===== src/rtl/mmio_uart_tx.sv =====
// Memory-mapped 8N1 UART transmitter on the picorv32 native bus.
// TXDATA stores are queued in a small FIFO; STATUS loads report FIFO and line state.
//
// state  | meaning
// IDLE   | line high, waiting for a queued byte
// START  | start bit (line low) for one bit period
// DATA   | eight data bits, LSB first, one bit period each
// STOP   | stop bit (line high) for one bit period
module mmio_uart_tx #(
  parameter logic [31:0] BASE_ADDR  = 32'h1000_0000,
  parameter int          CLK_DIV    = 868,
  parameter int          FIFO_DEPTH = 16
) (
  input  logic        clk,
  input  logic        resetn,
  input  logic        mem_valid,
  input  logic [31:0] mem_addr,
  input  logic [31:0] mem_wdata,
  input  logic [3:0]  mem_wstrb,
  output logic        mem_ready,
  output logic [31:0] mem_rdata,
  output logic        uart_tx,
  output logic        tx_busy
);

  localparam int AW = $clog2(FIFO_DEPTH);
  localparam int CW = AW + 1;
  localparam int TW = (CLK_DIV > 2) ? $clog2(CLK_DIV) : 1;
  localparam logic [TW-1:0] BIT_LAST  = TW'(CLK_DIV - 1);
  localparam logic [CW-1:0] DEPTH_CNT = CW'(FIFO_DEPTH);

  localparam logic [1:0] ST_IDLE  = 2'd0;
  localparam logic [1:0] ST_START = 2'd1;
  localparam logic [1:0] ST_DATA  = 2'd2;
  localparam logic [1:0] ST_STOP  = 2'd3;

  logic [1:0]    state;
  logic [TW-1:0] bit_tmr;
  logic [2:0]    bit_idx;
  logic [7:0]    shift_reg;

  logic [7:0]    fifo_mem [FIFO_DEPTH];
  logic [AW-1:0] wr_ptr;
  logic [AW-1:0] rd_ptr;
  logic [CW-1:0] fifo_cnt;

  logic        hit;
  logic        sel_status;
  logic        is_write;
  logic        push_req;
  logic        fifo_full;
  logic        fifo_empty;
  logic        accept;
  logic        push;
  logic        pop;
  logic        bit_done;
  logic [31:0] status_word;

  assign hit        = mem_valid && (mem_addr[31:3] == BASE_ADDR[31:3]);
  assign sel_status = mem_addr[2];
  assign is_write   = |mem_wstrb;
  assign push_req   = hit && !sel_status && mem_wstrb[0];
  assign fifo_full  = (fifo_cnt == DEPTH_CNT);
  assign fifo_empty = (fifo_cnt == '0);

  // A push to a full FIFO stalls the bus; it only proceeds once the registered count drops.
  assign accept = hit && !mem_ready && !(push_req && fifo_full);
  assign push   = accept && push_req;
  assign pop    = (state == ST_IDLE) && !fifo_empty;

  assign tx_busy     = (state != ST_IDLE);
  assign bit_done    = (bit_tmr == BIT_LAST);
  assign status_word = {16'h0000, 8'(fifo_cnt), 5'b00000, tx_busy, fifo_empty, fifo_full};

  always_ff @(posedge clk or negedge resetn) begin
    if (!resetn) begin
      mem_ready <= 1'b0;
      mem_rdata <= '0;
    end else begin
      mem_ready <= accept;
      mem_rdata <= (accept && !is_write && sel_status) ? status_word : 32'h0;
    end
  end

  always_ff @(posedge clk or negedge resetn) begin
    if (!resetn) begin
      wr_ptr   <= '0;
      rd_ptr   <= '0;
      fifo_cnt <= '0;
    end else begin
      if (push) wr_ptr <= wr_ptr + 1'b1;
      if (pop)  rd_ptr <= rd_ptr + 1'b1;
      case ({push, pop})
        2'b10:   fifo_cnt <= fifo_cnt + 1'b1;
        2'b01:   fifo_cnt <= fifo_cnt - 1'b1;
        default: fifo_cnt <= fifo_cnt;
      endcase
    end
  end

  always_ff @(posedge clk) begin
    if (push) fifo_mem[wr_ptr] <= mem_wdata[7:0];
  end

  always_ff @(posedge clk or negedge resetn) begin
    if (!resetn) begin
      state     <= ST_IDLE;
      bit_tmr   <= '0;
      bit_idx   <= '0;
      shift_reg <= '0;
    end else begin
      case (state)
        ST_IDLE: begin
          bit_tmr <= '0;
          if (pop) begin
            shift_reg <= fifo_mem[rd_ptr];
            state     <= ST_START;
          end
        end
        ST_START: begin
          if (bit_done) begin
            bit_tmr <= '0;
            bit_idx <= '0;
            state   <= ST_DATA;
          end else begin
            bit_tmr <= bit_tmr + 1'b1;
          end
        end
        ST_DATA: begin
          if (bit_done) begin
            bit_tmr   <= '0;
            shift_reg <= {1'b0, shift_reg[7:1]};
            bit_idx   <= bit_idx + 1'b1;
            if (bit_idx == 3'd7) state <= ST_STOP;
          end else begin
            bit_tmr <= bit_tmr + 1'b1;
          end
        end
        ST_STOP: begin
          if (bit_done) begin
            bit_tmr <= '0;
            state   <= ST_IDLE;
          end else begin
            bit_tmr <= bit_tmr + 1'b1;
          end
        end
        default: begin
          bit_tmr <= '0;
          state   <= ST_IDLE;
        end
      endcase
    end
  end

  // Line level is a pure decode of registered state, so reset forces it high at once.
  always_comb begin
    uart_tx = 1'b1;
    case (state)
      ST_START: uart_tx = 1'b0;
      ST_DATA:  uart_tx = shift_reg[0];
      default:  uart_tx = 1'b1;
    endcase
  end

endmodule


===== config.mk =====
export PLATFORM = sky130hd
export DESIGN_NAME = mmio_uart_tx
export DESIGN_NICKNAME = d
export VERILOG_FILES = /design/src/rtl/mmio_uart_tx.sv
export SDC_FILE = /design/constraint.sdc
export NUM_CORES = 1
export LEC_CHECK = 0
export CORE_MARGIN = 10
export CORE_UTILIZATION = 53
export DETAILED_ROUTE_END_ITERATION = 10
export PLACE_DENSITY = 0.83
export SLEW_MARGIN = 5
export SYNTH_ARGS = -nofsm -noshare
export SYNTH_HDL_FRONTEND = slang
export SYNTH_SLANG_ARGS = --single-unit

===== constraint.sdc =====
create_clock -name clk -period 3.75 [get_ports clk]
set_input_delay 0.75 -clock clk [delete_from_list [all_inputs] [get_ports clk]]
set_output_delay 0.75 -clock clk [all_outputs]
set_load 0.1 [all_outputs]

==> results of run 1 <==
## cell usage after synthesis (2+ instances only)
master    instances  area share, %
a32o_1            2           0.27
nor2_1           28            1.4
nor3b_2           8            1.3
nor4b_2           2           0.40
nand2b_1          2           0.17
a31oi_1           2           0.17
nor3_1            7           0.47
nand3_2           4           0.54
nand4_1           5           0.42
inv_1            10           0.50
and3_1            4           0.33
edfxtp_1        128             51
mux2_2            3           0.45
nor4_1            7           0.59
xnor2_1          11            1.3
o21ai_0           7           0.47
nand2_1          12           0.60
dfrtp_1          45             15
clkbuf_1          5           0.25
buf_6             2           0.30
xor2_1            9            1.1
ha_1             16            2.7
nor2b_1           4           0.33
mux4_2           32            9.6
buf_4            26            2.6
a21oi_1          23            1.5
or2_2             2           0.17
a21o_1            3           0.30
buf_1             5           0.25
and2_1            9           0.75
buf_2             4           0.27
a22oi_1          18            1.8
nand3_1           6           0.40
## metal layers
layer	track usage [%]	vias up
met5	0	-
met4	7.47	0
met3	5.03	37
met2	27.9	164
met1	19.2	2164
li1	-	1875
## worst max-delay path by stage
stage,to
floorplan,uart_tx
global placement,fifo_cnt[4]
detailed placement,fifo_cnt[4]
CTS,fifo_cnt[4]
global route,fifo_cnt[4]
finish,fifo_cnt[4]
## power by group through the flow
stage          sequential (mW)  clock (mW)  combinational, mW
2_1_floorplan             2.10           0              0.133
3_3_place_gp              2.10           0              0.185
3_5_place_dp              2.11           0              0.190
4_1_cts                   2.06        1.72              0.190
5_1_grt                   2.06        1.81              0.199
6_report                  2.06        1.70              0.190
## cells by family after synthesis
group                      after synthesis  synth area share [%]
other                                    1                0.0502
AOI/OAI and AO/OA                       57                  4.79
adders and majority gates               16                  2.68
xor gates and xnor gates                20                  2.35
buffers and inverters                   54                  4.46
and+or+nand+nor                        107                  8.91
DFF                                    173                  66.5
muxes                                   36                  10.2
## through the flow
step | std cells | util [%]
floorplan | 487 | -
global placement | 700 | 59.3
detailed placement | 700 | 59.3
CTS | 732 | 63.6
global route | 732 | 63.6
finish | 732 | 63.6
## final cells by class
cell class / instances / area [sq um] / area share (%)
Clock inverter: 15 / 163 / 1.85
Tap cell: 180 / 225 / 2.56
Sequential cell: 173 / 4970 / 56.5
Multi-Input combinational cell: 260 / 2250 / 25.6
Timing Repair Buffer: 77 / 718 / 8.17
Inverter: 10 / 37.5 / 0.427
Clock buffer: 17 / 425 / 4.84
==> results.tsv, run 1 <==
stage	metric	value	unit
layout	Largest regs	fifo_mem x128, bit_tmr x10	
sta	Slew headroom	32.2	%
power_and_ir_drop	Net Sw Power	0.952	mW
layout	Largest Register	fifo_mem	
clocking	clk buf depth	2	
clocking	CTS Buf Count	17	
setup_path	max incr delay on CP	410	ps
placement	PortBufs	55	
layout	most frequent cells in the layout	128 x edfxtp_1, 52 x clkdlybuf4s50_1, 44 x dfrtp_1, 32 x mux4_2, 28 x nor2_1	
hold_path	Worst Hold Class	primary input to async pin	
placement	Setup WS pre-CTS	43.8	ps
setup_path	Setup crit start kind	primary input	
sta	Peak Freq	296	MHz
floorplanning	# IOs	106	
status	status	finished clean	
sta	RSZ-0062 raised after global routing	no	
layout	max reg flops	128	
sta	Final Max Tran Viols	0	
setup_path	CP top delay family	simple AND/OR/NAND/NOR gates	
setup_path	Worst R2R Setup Slack	590	ps
run	Max-Cap Viols	0	
clocking	setup bufs post-CTS	0	
power_and_ir_drop	leak pwr	3.16	nW
setup_path	crit path kind	primary input to register	
placement	DP HPWL	10500	um
layout	P&R area growth vs syn	17.7	%
sta	setup ws final	369	ps
sta	final setup violation count	0	
clocking	CTS tree	yes	
setup_path	Reg2Reg Depth	13	
setup_path	Crit. path cell count	14	
clocking	cts hold-fix bufs	0	
clocking	H-tree lvl count	4	
global_route	Total Routing Usage GR	16.6	%
route	final WL	15400	um
layout	fin area	8790	sq um
setup_path	Worst Setup End Kind	register	
floorplanning	FP Rows	43	
logic_synthesis	Mean Syn Cell Area	16.1	sq um
setup_path	WP data required	4110	ps
clocking	CTS root buf	clkbuf_16	
global_route	first-pass GRT wire length	25200	um
floorplanning	core outline area	13800	sq um
setup_path	CP Max Fanout	4	
placement	DP Area	8210	sq um
sta	Worst Hold Slack	494	ps
power_and_ir_drop	Pwr Density	450	nW/um^2
global_route	initial antenna violation count	0	
logic_synthesis	sequential share of the synthesized area	66.5	%
sta	setup TNS	0	ps
route	DRC viols	0	
setup_path	reg2reg end	fifo_cnt[4]	
layout	antenna fix cells	0	
sta	fin crit share	90.2	%
sta	Slew @ Worst Pin	1020	ps
layout	share of post-route cells with drive strength above 1	20.3	%
placement	RePlAce Congestion	0.826	
route	Met3 Wirelength	912	um
route	vias	4240	
route	Metal-1 WL	5930	um
setup_path	CP bufs+invs	2	
sta	Final min period	3380	ps
clocking	# resized after CTS	0	
power_and_ir_drop	worst vdd ir	0.286	mV
clocking	TritonCTS Sinks	173	
floorplanning	full die area	19200	sq um
setup_path	Slowest-stage cell, CP	clkdlybuf4s50_1	
sta	number of hold violations in the final report	0	
route	initial DRC count	388	
power_and_ir_drop	sw frac	24.1	%
power_and_ir_drop	Power Internal	3.00	mW
power_and_ir_drop	Flop pwr share	52.2	%
logic_synthesis	Syn Std Cell Area	7470	sq um
route	DR WL/cell	21.1	um
route	DRT antenna net count	0	
floorplanning	Die Height	139	um
route	max layer used	met4	
setup_path	crit-path cells	clkdlybuf4s50_1, nor4b_2, nand4_1, nor3b_4, and2_1, inv_1, ha_1, xor2_1, ha_1, a21o_1, nand2_1, a21o_1, a31oi_1, xor2_1	
route	Via density	5.79	
power_and_ir_drop	clock network fraction of total power	43.0	%
setup_path	crit path from	mem_addr[26]	
logic_synthesis	asr flop ratio synth	26.0	%
global_route	largest net degree at the start of global routing	46	
logic_synthesis	number of enable flip-flop cells after synthesis	128	
floorplanning	die extent in x	139	um
logic_synthesis	number of distinct library cells after synthesis	46	
power_and_ir_drop	Power Total	3.95	mW
layout	filler instances	929	
layout	most common cell after layout, fill and taps aside	edfxtp_1	
layout	# nets final	626	
route	drt first pass iters	5	
logic_synthesis	ys flop type	edfxtp_1	
global_route	Overflow after GRT	0	
global_route	vias in the first global route	4483	
floorplanning	initial core utilization	54.0	%
clocking	worst-skew pair later-pin latency	430	ps
route	met2 routed WL	8100	um
power_and_ir_drop	Logic pwr share	4.8	%
logic_synthesis	synth warn	0	
clocking	clk slew on worst S/H paths	70	ps
logic_synthesis	Seq cells post-synth	173	
setup_path	worst path arrival time	3740	ps
setup_path	worst r2r src	fifo_cnt[1]	
logic_synthesis	cells after synthesis	464	
sta	Final Skew	8.37	ps
Note: power is estimated with default switching activity, not from simulation.
==> run 2, diff against run 1 <==
- REMOVE_ABC_BUFFERS: unset -> 1
==> results.tsv, run 2 (synthesized netlist as in run 1, its figures left out) <==
stage	metric	value	unit	change
setup_path	Worst R2R Setup Slack	780	ps	was 590 ps
power_and_ir_drop	Power Internal	3.11	mW	was 3.00 mW
clocking	setup bufs post-CTS	0		unchanged
sta	number of hold violations in the final report	0		unchanged
setup_path	CP top delay family	simple AND/OR/NAND/NOR gates		unchanged
placement	RePlAce Congestion	0.782		was 0.826
route	final WL	16000	um	was 15400 um
sta	Final Skew	6.94	ps	was 8.37 ps
sta	Peak Freq	304	MHz	was 296 MHz
setup_path	CP bufs+invs	2		unchanged
global_route	first-pass GRT wire length	25500	um	was 25200 um
layout	P&R area growth vs syn	17.8	%	was 17.7%
clocking	TritonCTS Sinks	173		unchanged
layout	Largest Register	fifo_mem		unchanged
floorplanning	Die Height	139	um	unchanged
global_route	Overflow after GRT	0		unchanged
power_and_ir_drop	sw frac	22.5	%	was 24.1%
sta	RSZ-0062 raised after global routing	no		unchanged
power_and_ir_drop	worst vdd ir	0.372	mV	was 0.286 mV
sta	setup TNS	0	ps	unchanged
clocking	CTS Buf Count	17		unchanged
layout	most common cell after layout, fill and taps aside	edfxtp_1		unchanged
route	drt first pass iters	5		unchanged
clocking	CTS tree	yes		unchanged
sta	final setup violation count	0		unchanged
setup_path	Setup crit start kind	primary input		unchanged
setup_path	Worst Setup End Kind	register		unchanged
sta	fin crit share	87.6	%	was 90.2%
layout	most frequent cells in the layout	128 x edfxtp_1, 52 x clkdlybuf4s50_1, 43 x dfrtp_1, 32 x mux4_2, 28 x nor2_1		was 128 x edfxtp_1, 52 x clkdlybuf4s50_1, 44 x dfrtp_1, 32 x mux4_2, 28 x nor2_1
sta	Worst Hold Slack	475	ps	was 494 ps
layout	antenna fix cells	0		unchanged
layout	# nets final	628		was 626
setup_path	Reg2Reg Depth	13		unchanged
layout	share of post-route cells with drive strength above 1	20.6	%	was 20.3%
clocking	H-tree lvl count	4		unchanged
sta	Final min period	3290	ps	was 3380 ps
hold_path	Worst Hold Class	primary input to async pin		unchanged
power_and_ir_drop	Net Sw Power	0.904	mW	was 0.952 mW
power_and_ir_drop	Logic pwr share	4.8	%	about the same
power_and_ir_drop	Power Total	4.01	mW	was 3.95 mW
global_route	vias in the first global route	4557		was 4483
floorplanning	FP Rows	43		unchanged
layout	max reg flops	128		unchanged
clocking	CTS root buf	clkbuf_16		unchanged
clocking	# resized after CTS	0		unchanged
floorplanning	die extent in x	139	um	unchanged
clocking	clk slew on worst S/H paths	60	ps	was 70 ps
route	Via density	5.89		was 5.79
route	vias	4320		was 4240
global_route	Total Routing Usage GR	16.9	%	was 16.6%
clocking	worst-skew pair later-pin latency	430	ps	about the same
floorplanning	# IOs	106		unchanged
status	status	finished clean		unchanged
setup_path	Slowest-stage cell, CP	clkdlybuf4s50_1		unchanged
route	DRT antenna net count	0		unchanged
global_route	largest net degree at the start of global routing	46		unchanged
run	Max-Cap Viols	0		unchanged
power_and_ir_drop	clock network fraction of total power	43.7	%	was 43.0%
placement	PortBufs	55		unchanged
clocking	cts hold-fix bufs	0		unchanged
power_and_ir_drop	leak pwr	3.17	nW	was 3.16 nW
setup_path	crit-path cells	clkdlybuf4s50_1, nor4_1, nand4_1, nor3b_4, and2_1, inv_1, ha_1, xor2_1, ha_1, a21o_1, nand2_1, a21o_1, a31oi_1, xor2_1		was clkdlybuf4s50_1, nor4b_2, nand4_1, nor3b_4, and2_1, inv_1, ha_1, xor2_1, ha_1, a21o_1, nand2_1, a21o_1, a31oi_1, xor2_1
floorplanning	core outline area	13800	sq um	unchanged
setup_path	crit path kind	primary input to register		unchanged
setup_path	CP Max Fanout	4		unchanged
sta	Slew headroom	33.2	%	was 32.2%
route	initial DRC count	386		was 388
setup_path	reg2reg end	fifo_cnt[4]		unchanged
power_and_ir_drop	Pwr Density	456	nW/um^2	was 450 nW/um^2
clocking	clk buf depth	2		unchanged
setup_path	worst r2r src	fifo_cnt[1]		unchanged
sta	Final Max Tran Viols	0		unchanged
sta	Slew @ Worst Pin	998	ps	was 1020 ps
floorplanning	full die area	19200	sq um	unchanged
setup_path	max incr delay on CP	400	ps	was 410 ps
route	DR WL/cell	21.9	um	was 21.1 um
layout	Largest regs	fifo_mem x128, bit_tmr x10		unchanged
route	DRC viols	0		unchanged
global_route	initial antenna violation count	0		unchanged
setup_path	worst path arrival time	3630	ps	was 3740 ps
floorplanning	initial core utilization	54.0	%	unchanged
setup_path	WP data required	4090	ps	was 4110 ps
placement	DP HPWL	10100	um	was 10500 um
power_and_ir_drop	Flop pwr share	51.5	%	was 52.2%
-- run 2: worst max path at each step --
stage / from / end / slack, ps / cells past startpoint
floorplan: state[0] / uart_tx / 320 / 3
global placement: mem_addr[12] / fifo_cnt[4] / 150 / 14
detailed placement: mem_addr[12] / fifo_cnt[4] / 110 / 14
CTS: mem_addr[12] / fifo_cnt[4] / 490 / 14
global route: mem_addr[13] / fifo_cnt[4] / 280 / 14
finish: mem_addr[12] / fifo_cnt[4] / 460 / 14
-- run 2: layer usage --
layer | GRT usage, % | up-vias | wire length, um
li1 | - | 1885 | -
met1 | 19.1 | 2169 | 5810
met2 | 28.3 | 224 | 8250
met3 | 6.13 | 42 | 1520
met4 | 7.03 | 0 | 461
met5 | 0 | - | 0
-- run 2: layout make-up --
type                            count  area [sq um]
Fill cell                         896          5030
Inverter                           10          37.5
Clock buffer                       18           429
Timing Repair Buffer               79           721
Clock inverter                     14           159
Multi-Input combinational cell    260          2250
Tap cell                          180           225
Sequential cell                   173          4970
-- run 2: through the flow --
step / instances / instance area [sq um] / util [%] / setup WS [ps]
finish: 734 / 8800 / 63.6 / 463
floorplan: 443 / 7260 / - / 324
CTS: 734 / 8800 / 63.6 / 488
global route: 734 / 8800 / 63.6 / 276
detailed placement: 702 / 8210 / 59.4 / 109
global placement: 702 / 8210 / 59.4 / 150
-- run 2: power groups by stage --
| stage | clock, mW | combinational (mW) | sequential, mW |
|---|---|---|---|
| 6_report | 1.75 | 0.191 | 2.07 |
| 5_1_grt | 1.86 | 0.200 | 2.06 |
| 4_1_cts | 1.77 | 0.191 | 2.07 |
| 3_5_place_dp | 0 | 0.190 | 2.11 |
| 3_3_place_gp | 0 | 0.185 | 2.10 |
| 2_1_floorplan | 0 | 0.113 | 2.10 |
==> run 3, diff against run 2 <==
- CORE_MARGIN: 10 -> 8
- CORE_UTILIZATION: 53 -> 45
- PLACE_DENSITY: 0.83 -> 0.73
==> results.tsv, run 3 (synthesized netlist as in run 1, its figures left out) <==
stage	metric	value	unit	change
status	status	finished clean		unchanged
sta	number of hold violations in the final report	0		unchanged
hold_path	Hold EP	bit_tmr[0]		
sta	fin crit share	86.2	%	was 87.6%
power_and_ir_drop	Pwr Density	453	nW/um^2	was 456 nW/um^2
setup_path	worst r2r src	fifo_cnt[1]		unchanged
sta	Final min period	3230	ps	was 3290 ps
setup_path	CP bufs+invs	2		unchanged
setup_path	Setup crit start kind	primary input		unchanged
layout	Largest regs	fifo_mem x128, bit_tmr x10		unchanged
route	final WL	14300	um	was 16000 um
setup_path	crit-path cells	clkdlybuf4s50_1, nor4_1, nand4_1, nor3b_4, and2_1, inv_1, ha_1, xor2_1, ha_1, a21o_1, nand2_1, a21o_1, a31oi_1, xor2_1		unchanged
global_route	GR Util met3	3.25	%	was 6.13%
layout	Final Util	54.0	%	was 63.6%
setup_path	CP Max Fanout	4		unchanged
clocking	H-tree lvl count	4		unchanged
setup_path	crit path kind	primary input to register		unchanged
sta	Peak Freq	309	MHz	was 304 MHz
hold_path	Hold Path Stages	1		
setup_path	Slowest-stage cell, CP	clkdlybuf4s50_1		unchanged
setup_path	worst path arrival time	3570	ps	was 3630 ps
layout	Largest Register	fifo_mem		unchanged
sta	setup ws final	518	ps	was 463 ps
layout	max reg flops	128		unchanged
global_route	initial antenna violation count	0		unchanged
clocking	cts hold-fix bufs	0		unchanged
global_route	GR peak layer	met2		unchanged
run	Max-Cap Viols	0		unchanged
clocking	clk slew on worst S/H paths	60	ps	about the same
floorplanning	Die Height	145	um	was 139 um
setup_path	reg2reg end	fifo_cnt[4]		unchanged
clocking	CTS tree	yes		unchanged
sta	Final Max Tran Viols	0		unchanged
sta	Final Skew	5.39	ps	was 6.94 ps
floorplanning	full die area	21000	sq um	was 19200 sq um
hold_path	hold path start	bit_tmr[0]		
placement	Placed Cells	742		was 702
sta	final setup violation count	0		unchanged
setup_path	max incr delay on CP	410	ps	was 400 ps
clocking	clk buf depth	2		unchanged
clocking	CTS root buf	clkbuf_16		unchanged
global_route	Total Routing Usage GR	14.4	%	was 16.9%
placement	PortBufs	55		unchanged
sta	Slew headroom	33.1	%	was 33.2%
setup_path	Worst R2R Setup Slack	680	ps	was 780 ps
sta	setup TNS	0	ps	unchanged
layout	# nets final	628		unchanged
layout	most frequent cells in the layout	128 x edfxtp_1, 52 x clkdlybuf4s50_1, 44 x dfrtp_1, 32 x mux4_2, 28 x nor2_1		was 128 x edfxtp_1, 52 x clkdlybuf4s50_1, 43 x dfrtp_1, 32 x mux4_2, 28 x nor2_1
layout	share of post-route cells with drive strength above 1	19.9	%	was 20.6%
power_and_ir_drop	worst vdd ir	0.437	mV	was 0.372 mV
setup_path	Reg2Reg Depth	13		unchanged
clocking	# resized after CTS	0		unchanged
placement	Setup WS pre-CTS	131	ps	was 109 ps
floorplanning	initial core utilization	45.5	%	was 54.0%
floorplanning	FP Rows	47		was 43
clocking	TritonCTS Sinks	173		unchanged
sta	Slew @ Worst Pin	1000	ps	was 998 ps
setup_path	Worst Setup End Kind	register		unchanged
clocking	setup bufs post-CTS	0		unchanged
clocking	CTS Buf Count	17		unchanged
clocking	worst-skew pair later-pin latency	420	ps	was 430 ps
layout	antenna fix cells	0		unchanged
setup_path	CP top delay family	simple AND/OR/NAND/NOR gates		unchanged
global_route	first-pass GRT wire length	22300	um	was 25500 um
power_and_ir_drop	leak pwr	3.18	nW	was 3.17 nW
global_route	grt met1 use	17.8	%	was 19.1%
setup_path	crit path from	mem_addr[4]		was mem_addr[12]
route	DR WL/cell	18.5	um	was 21.9 um
route	initial DRC count	247		was 386
layout	final cell count without fillers	774		was 734
route	drt first pass iters	5		unchanged
sta	RSZ-0062 raised after global routing	no		unchanged
hold_path	Worst Hold Class	register to register		was primary input to async pin
floorplanning	# IOs	106		unchanged
setup_path	WP data required	4090	ps	about the same
route	DRT antenna net count	0		unchanged
global_route	met2 GRT Util	24.3	%	was 28.3%
global_route	Overflow after GRT	0		unchanged
route	DRC viols	0		unchanged
floorplanning	core outline area	16400	sq um	was 13800 sq um
floorplanning	die extent in x	145	um	was 139 um
global_route	vias in the first global route	4122		was 4557
placement	RePlAce Congestion	0.792		was 0.782
placement	DP HPWL	9600	um	was 10100 um
layout	P&R area growth vs syn	18.7	%	was 17.8%
route	vias	4067		was 4320
layout	most common cell after layout, fill and taps aside	edfxtp_1		unchanged
route	Via density	5.25		was 5.89
global_route	largest net degree at the start of global routing	46		unchanged
run 3: metal layers:
layer | up-vias | routed length [um]
met2 | 95 | 7360
met4 | 0 | 252
met3 | 19 | 664
met1 | 2074 | 6050
met5 | - | 0
li1 | 1879 | -
run 3: layout make-up:
type,count,area (sq um)
Clock buffer,17,425
Clock inverter,15,169
Fill cell,1286,7540
Inverter,10,37.5
Multi-Input combinational cell,260,2250
Sequential cell,173,4970
Tap cell,220,275
Timing Repair Buffer,79,733
run 3: how the worst max path moves through the flow:
| stage | depth (start not counted) | to | slack (ps) |
|---|---|---|---|
| after global routing | 14 | fifo_cnt[4] | 320 |
| after global placement | 14 | fifo_cnt[4] | 200 |
| final | 14 | fifo_cnt[4] | 520 |
| after CTS | 14 | fifo_cnt[4] | 530 |
| after detailed placement | 14 | fifo_cnt[4] | 130 |
| after floorplan | 3 | uart_tx | 320 |
run 3: stage by stage:
step                      area, sq um  total power [mW]  hold WS (ps)
final                            8860              4.01           482
after global routing             8860              4.13           510
after floorplan                  7260              2.22           454
after CTS                        8860              4.04           484
after detailed placement         8270              2.29           475
after global placement           8270              2.29           471
run 3: power by group:
group | internal, mW | switching, mW
sequential | 2.06 | 0.00215
combinational | 0.0459 | 0.145
clock | 1.05 | 0.710
